--- src/rtl/hdmi_audio_pkg.sv ---
// Shared definitions for the HDMI audio rate generator: rate codes, Hz lookup, accumulator width.
// Latency: n/a (constants and a pure function).
// Backpressure: n/a.
package hdmi_audio_pkg;

    localparam int ACC_W = 32;

    // Encodings of the rate_sel input; 2'b11 is an alias for 48 kHz.
    typedef enum logic [1:0] {
        RATE_48K  = 2'b00,
        RATE_44K1 = 2'b01,
        RATE_32K  = 2'b10
    } rate_code_t;

    // Sample rate in Hz for a rate code; any unlisted code falls back to 48 kHz.
    function automatic logic [ACC_W-1:0] rate_hz(input logic [1:0] code);
        logic [ACC_W-1:0] hz;
        case (code)
            RATE_44K1: hz = 32'd44100;
            RATE_32K:  hz = 32'd32000;
            default:   hz = 32'd48000;
        endcase
        return hz;
    endfunction

endpackage

--- src/rtl/hdmi_audio_fifo.sv ---
// Synchronous frame FIFO between the audio mixer and the sample-clock pop.
// Latency: a frame pushed at edge n is visible at head and poppable at edge n+1.
// Backpressure: push is ignored while full, pop is ignored while empty; full/empty come from registered occupancy.
module hdmi_audio_fifo #(
    parameter int WIDTH = 32,
    parameter int DEPTH = 4,
    localparam int AW   = $clog2(DEPTH)
) (
    input  logic             clk,
    input  logic             rst_n,
    input  logic             push,
    input  logic [WIDTH-1:0] push_data,
    input  logic             pop,
    output logic [WIDTH-1:0] head,
    output logic [AW:0]      level,
    output logic             full,
    output logic             empty
);

    logic [WIDTH-1:0] r_mem [DEPTH];
    logic [AW-1:0]    r_wr_ptr;
    logic [AW-1:0]    r_rd_ptr;
    logic [AW:0]      r_level;
    logic             w_push;
    logic             w_pop;

    assign full   = (r_level == (AW+1)'(DEPTH));
    assign empty  = (r_level == '0);
    assign w_push = push && !full;
    assign w_pop  = pop && !empty;
    assign head   = r_mem[r_rd_ptr];
    assign level  = r_level;

    // Frame storage; contents need no reset since reads are gated by occupancy.
    always_ff @(posedge clk) begin
        if (w_push) begin
            r_mem[r_wr_ptr] <= push_data;
        end
    end

    // Pointers wrap naturally because DEPTH is a power of two; level tracks push minus pop.
    always_ff @(posedge clk or negedge rst_n) begin
        if (!rst_n) begin
            r_wr_ptr <= '0;
            r_rd_ptr <= '0;
            r_level  <= '0;
        end else begin
            if (w_push) begin
                r_wr_ptr <= r_wr_ptr + 1'b1;
            end
            if (w_pop) begin
                r_rd_ptr <= r_rd_ptr + 1'b1;
            end
            case ({w_push, w_pop})
                2'b10:   r_level <= r_level + 1'b1;
                2'b01:   r_level <= r_level - 1'b1;
                default: r_level <= r_level;
            endcase
        end
    end

endmodule

--- src/rtl/hdmi_audio_rategen.sv ---
// Fractional audio sample-clock generator with a small frame FIFO, in the pixel clock domain.
// Latency: strobe, clk_audio rise and new out_data share one edge; a pushed frame is poppable one edge later.
// Backpressure: in_ready = FIFO not full (registered occupancy); a strobe on an empty FIFO counts an underrun.
module hdmi_audio_rategen
    import hdmi_audio_pkg::*;
#(
    parameter int PIXEL_CLOCK  = 32000000,
    parameter int SAMPLE_WIDTH = 16,
    parameter int CHANNELS     = 2,
    parameter int FIFO_DEPTH   = 4
) (
    input  logic                             clk_pixel,
    input  logic                             resetn,
    input  logic [1:0]                       rate_sel,
    input  logic                             in_valid,
    input  logic [CHANNELS*SAMPLE_WIDTH-1:0] in_data,
    output logic                             in_ready,
    output logic                             clk_audio,
    output logic                             sample_strobe,
    output logic [CHANNELS*SAMPLE_WIDTH-1:0] out_data,
    output logic [$clog2(FIFO_DEPTH):0]      fifo_level,
    output logic [7:0]                       underrun_cnt
);

    localparam int               DW   = CHANNELS * SAMPLE_WIDTH;
    localparam int               LW   = $clog2(FIFO_DEPTH) + 1;
    localparam logic [ACC_W-1:0] PCLK = ACC_W'(PIXEL_CLOCK);

    logic [1:0]       r_rate_sel;
    logic [ACC_W-1:0] r_acc;
    logic             r_clk_audio;
    logic             r_strobe;
    logic [DW-1:0]    r_out_data;
    logic [7:0]       r_underrun;

    logic             w_rate_chg;
    logic [ACC_W-1:0] w_inc;
    logic [ACC_W-1:0] w_sum;
    logic [ACC_W-1:0] w_acc_nxt;
    logic             w_half;
    logic             w_rise;
    logic             w_push;
    logic             w_full;
    logic             w_empty;
    logic [DW-1:0]    w_head;
    logic [LW-1:0]    w_level;

    // A new code on rate_sel restarts the divider from phase zero on the edge it is registered.
    assign w_rate_chg = (rate_sel != r_rate_sel);

    // Step by twice the sample rate so each wrap is a half period of clk_audio.
    // PIXEL_CLOCK >= 192 kHz keeps the step below PIXEL_CLOCK/2, so one subtraction always suffices
    // and the sum cannot overflow 32 bits.
    assign w_inc     = rate_hz(r_rate_sel) << 1;
    assign w_sum     = r_acc + w_inc;
    assign w_half    = (w_sum >= PCLK);
    assign w_acc_nxt = w_half ? (w_sum - PCLK) : w_sum;

    // Sample point is the 0->1 half-tick; suppressed on the restart edge.
    assign w_rise = !w_rate_chg && w_half && !r_clk_audio;
    assign w_push = in_valid && in_ready;

    assign in_ready      = !w_full;
    assign clk_audio     = r_clk_audio;
    assign sample_strobe = r_strobe;
    assign out_data      = r_out_data;
    assign fifo_level    = w_level;
    assign underrun_cnt  = r_underrun;

    hdmi_audio_fifo #(
        .WIDTH (DW),
        .DEPTH (FIFO_DEPTH)
    ) u_fifo (
        .clk       (clk_pixel),
        .rst_n     (resetn),
        .push      (w_push),
        .push_data (in_data),
        .pop       (w_rise),
        .head      (w_head),
        .level     (w_level),
        .full      (w_full),
        .empty     (w_empty)
    );

    // Phase accumulator, audio clock and strobe; a rate change clears phase and parks clk_audio low.
    always_ff @(posedge clk_pixel or negedge resetn) begin
        if (!resetn) begin
            r_rate_sel  <= 2'b00;
            r_acc       <= '0;
            r_clk_audio <= 1'b0;
            r_strobe    <= 1'b0;
        end else begin
            r_rate_sel <= rate_sel;
            if (w_rate_chg) begin
                r_acc       <= '0;
                r_clk_audio <= 1'b0;
                r_strobe    <= 1'b0;
            end else begin
                r_acc       <= w_acc_nxt;
                r_clk_audio <= r_clk_audio ^ w_half;
                r_strobe    <= w_rise;
            end
        end
    end

    // On each sample point present the FIFO head, or hold the last frame and count an underrun.
    always_ff @(posedge clk_pixel or negedge resetn) begin
        if (!resetn) begin
            r_out_data <= '0;
            r_underrun <= '0;
        end else if (w_rise) begin
            if (!w_empty) begin
                r_out_data <= w_head;
            end else if (r_underrun != 8'hFF) begin
                r_underrun <= r_underrun + 8'd1;
            end
        end
    end

endmodule

--- config.mk ---
export PLATFORM = sky130hd
export DESIGN_NAME = hdmi_audio_rategen
export DESIGN_NICKNAME = d
export VERILOG_FILES = /design/src/rtl/hdmi_audio_pkg.sv /design/src/rtl/hdmi_audio_fifo.sv /design/src/rtl/hdmi_audio_rategen.sv
export SDC_FILE = /design/constraint.sdc
export NUM_CORES = 1
export LEC_CHECK = 0
export CAP_MARGIN = 20
export CORE_MARGIN = 3
export CORE_UTILIZATION = 52
export CTS_CLUSTER_DIAMETER = 100
export DETAILED_ROUTE_END_ITERATION = 10
export PLACE_DENSITY = 0.82
export SYNTH_ARGS = -nofsm -noshare
export SYNTH_HDL_FRONTEND = slang
export SYNTH_SLANG_ARGS = --single-unit
--- constraint.sdc ---
create_clock -name clk_pixel -period 5.2 [get_ports clk_pixel]
set_input_delay 1.04 -clock clk_pixel [delete_from_list [all_inputs] [get_ports clk_pixel]]
set_output_delay 1.04 -clock clk_pixel [all_outputs]
set_load 0.03 [all_outputs]
==> flow_summary_export.csv <==
group,metric,value,unit
status,status,"finished clean",
clocking,clk_pin_slew,0.06,ns
critical_path,path_class,"flop to flop",
hold_path,holdPathStages,1,
synthesis,synth_warnings,0,
place,place_congestion,0.883,
cells_and_area,drive_gt1_share,14.0,%
timing,setup_violations,0,
clocking,cts_tree,"built",
place,port_buffers,82,
power_and_ir_drop,power.internal,4.26,mW
clocking,root_buffer,"clkbuf_16",
power_and_ir_drop,powerDensity,600,mW/mm^2
routing,firstDrtPassIters,5,
die,ioPinCount,83,
synthesis,synth_area_per_cell,15.0,sq um
routing,finalWirelength,19.9,mm
global_routing,antenna_found_initial,0,
die,start_util,53.8,%
power_and_ir_drop,pwr-share-seq,37.1,%
critical_path,critPathSlowestCell,"or4_1",
run,drv_cap,0,
timing,tightest_slew,1.03,ns
die,die_h,141,microns
critical_path,critical_path_required,5.65,ns
clocking,post-cts-setup-buffers,0,
clocking,cts.sinks,208,
global_routing,grt_pass1_wl,32.6,mm
clocking,cts_hold_buf,0,
cells_and_area,multi_input_area,0.00340,sq mm
timing,fin_skew,0.0195,ns
clocking,insertion_delay,0.53,ns
power_and_ir_drop,p_leak,4.23,nW
routing,drtAntennaViolNets,0,
die,core-area,0.0175,sq mm
cells_and_area,num_antenna_cells,0,
critical_path,critPathMaxFanout,9,
die,die_w,141,microns
power_and_ir_drop,p_sw_share,36.6,%
clocking,cts_made_buffers,22,
synthesis,synth-seq-cells,208,
cells_and_area,seqCellArea,0.00585,sq mm
power_and_ir_drop,netSwitchingPower,2.46,mW
global_routing,globalRoute.totalOverflow,0,
global_routing,grt_max_degree,50,
timing,min_period,4.82,ns
global_routing,grt_pass1_vias,6194,
critical_path,worstPathCellList,"inv_1 -> ha_1 -> inv_1 -> ha_1 -> and3b_1 -> nand2_1 -> a211oi_1 -> o21ai_1 -> xnor2_1 -> or4_1 -> o31a_1 -> o211ai_4 -> inv_1 -> ha_1 -> fa_1 -> xnor2_1 -> nor2_1 -> xor2_1",
timing,report.final.slew_viol_count,0,
power_and_ir_drop,combPwrFrac,40.1,%
clocking,cts_resized,0,
critical_path,end_kind,"flop",
timing,tns,0,ns
synthesis,synth_area,0.00944,sq mm
synthesis,synthArstFlopShare,38.5,%
routing,drc_errors,0,
timing,fmax,207,MHz
global_routing,grt_usage,20.5,%
synthesis,yosysSeqAreaShare,61.9,%
cells_and_area,nFillCells,1263,
timing,hold_viol,0,
synthesis,synth_cells,629,
critical_path,worst_path_largest_cell_delay,0.65,ns
synthesis,synth_edf_count,128,
power_and_ir_drop,total_power,6.72,mW
timing,max-slew-margin-rel,31.7,%
critical_path,r2r_cells,18,
critical_path,arrival,5.28,ns
routing,wl_per_cell,20.7,microns
synthesis,syn_nets,685,
routing,drtIter0Drc,456,
synthesis,synth_ff_type,"edfxtp_1",
cells_and_area,areaGrowthSynthToFinish,18.8,%
timing,rsz0062_at_grt,"no",
cells_and_area,final_nets,775,
critical_path,critPathLaunchType,"flop",
routing,num_vias,5787,
place,hpwl,12.7,mm
die,core.rowCount,48,
timing,period_share,92.8,%
synthesis,yosysUniqueCellTypes,74,
power_and_ir_drop,power_frac_clock,22.8,%
routing,via_per_inst,6.03,
power_and_ir_drop,vdd.ir_drop.worst,0.000516,V
die,dieArea,0.0198,sq mm
clocking,clockBufferDepth,3,
hold_path,hold_path.class,"flop to flop",
clocking,htree_levels,1,
cell type report:
type	count	area share, %
flip-flops and latches	208	52.1
multi-input cells	380	30.3
inverters	11	0.368
clock inverters	13	1.07
well taps	225	2.51
clock buffers	27	5.34
repair buffers	96	8.23
cell usage after synthesis (5+ instances only):
| cell | instances | area [sq um] |
|---|---|---|
| a211oi_1 | 16 | 120 |
| a21oi_1 | 12 | 60.1 |
| a31oi_1 | 5 | 31.3 |
| and2_1 | 6 | 37.5 |
| and3_1 | 16 | 100 |
| clkbuf_1 | 21 | 78.8 |
| dfrtp_1 | 80 | 2000 |
| edfxtp_1 | 128 | 3840 |
| ha_1 | 18 | 225 |
| inv_1 | 11 | 41.3 |
| mux2_1 | 28 | 315 |
| mux2_2 | 6 | 67.6 |
| mux2i_1 | 12 | 120 |
| mux4_2 | 32 | 721 |
| nand2_1 | 33 | 124 |
| nand2b_1 | 8 | 50.1 |
| nand3_1 | 12 | 60.1 |
| nor2_1 | 17 | 63.8 |
| nor3_1 | 13 | 65.1 |
| o21a_1 | 5 | 37.5 |
| o21ai_0 | 11 | 55.1 |
| or2_2 | 6 | 37.5 |
| or3_1 | 5 | 31.3 |
| xnor2_1 | 24 | 210 |
| xor2_1 | 22 | 193 |
worst max-delay path: cells and delay by family, from the launching register on:
kind	cells	cell delay [ns]
fa+ha+maj	4	1.31
compound gates	4	1.25
simple gates	4	1.15
xor+xnor	3	0.47
flops	1	0.42
buf+inv	3	0.16
cells in the final DEF (no fill, tap or decap), types with 6 or more instances in the layout:
| cell type | Yosys | layout |
|---|---|---|
| nand3_1 | 12 | 12 |
| ha_1 | 18 | 18 |
| mux2_1 | 28 | 28 |
| clkbuf_16 | 0 | 22 |
| a211oi_1 | 16 | 16 |
| xnor2_1 | 24 | 24 |
| o21ai_0 | 11 | 11 |
| xor2_1 | 22 | 22 |
| dfrtp_1 | 80 | 79 |
| and2_1 | 6 | 6 |
| mux2i_1 | 12 | 12 |
| mux4_2 | 32 | 32 |
| a21oi_1 | 12 | 12 |
| and3_1 | 16 | 16 |
| buf_4 | 1 | 15 |
| clkdlybuf4s50_1 | 0 | 81 |
| nand2b_1 | 8 | 8 |
| or2_2 | 6 | 6 |
| inv_1 | 11 | 11 |
| nor2_1 | 17 | 17 |
| edfxtp_1 | 128 | 128 |
| nand2_1 | 33 | 33 |
| nor3_1 | 13 | 12 |
| mux2_2 | 6 | 6 |
worst paths after layout:
check / start / to / slack [ns]
worst max-delay path: r_rate_sel[0] / u_fifo.level[2] / 0.38
worst min-delay path: out_data[30] / out_data[30] / 0.49
worst max register to register: r_rate_sel[0] / u_fifo.level[2] / 0.38
worst min register to register: out_data[30] / out_data[30] / 0.49
max in group asynchronous: resetn / underrun_cnt[4] / 3.74
min in group asynchronous: resetn / out_data[26] / 0.57
power by group through the flow:
stage               Combinational (mW)  Clock [mW]  Sequential [mW]
floorplan                         1.63           0             2.71
global placement                  2.62           0             2.50
detailed placement                2.70           0             2.52
CTS                               2.72        1.56             2.50
global route                      2.92        1.63             2.55
finish                            2.70        1.53             2.50
cell families (layout without fill, tap and decap cells):
| kind of cell | after synthesis | in the layout | synth area share (%) |
|---|---|---|---|
| muxes | 78 | 78 | 13.0 |
| AOI/OAI and AO/OA | 102 | 102 | 8.57 |
| xor gates and xnor gates | 46 | 46 | 4.27 |
| adders and majority gates | 20 | 20 | 2.70 |
| buffers and inverters | 41 | 147 | 2.07 |
| and+or+nand+nor | 134 | 134 | 7.48 |
| DFF | 208 | 208 | 61.9 |
flip-flops by register name, indices dropped and copies added (netlist names):
signal           count
clk_audio            1
out_data            32
r_acc               29
r_rate_sel           2
sample_strobe        1
u_fifo.level         3
u_fifo.r_mem       128
u_fifo.r_rd_ptr      2
u_fifo.r_wr_ptr      2
underrun_cnt         8
per-layer routing:
metal  wire, microns  track usage, %
met1            8120            26.5
met2            9940            34.7
met4             647            7.39
met3            1140            4.17
met5               0               0
per-stage QoR:
| stage | utilization [%] | std cells | worst slack [ns] | hold WS [ns] | cell area, sq um |
|---|---|---|---|---|---|
| floorplan | - | 629 | 0.261 | 0.533 | 9440 |
| global placement | 59.8 | 920 | 0.575 | 0.473 | 10500 |
| detailed placement | 59.8 | 920 | 0.425 | 0.484 | 10500 |
| CTS | 63.9 | 960 | 0.375 | 0.497 | 11200 |
| global route | 63.9 | 960 | 0.0437 | 0.510 | 11200 |
| finish | 63.9 | 960 | 0.376 | 0.495 | 11200 |
(Power assumes the default switching activity.)
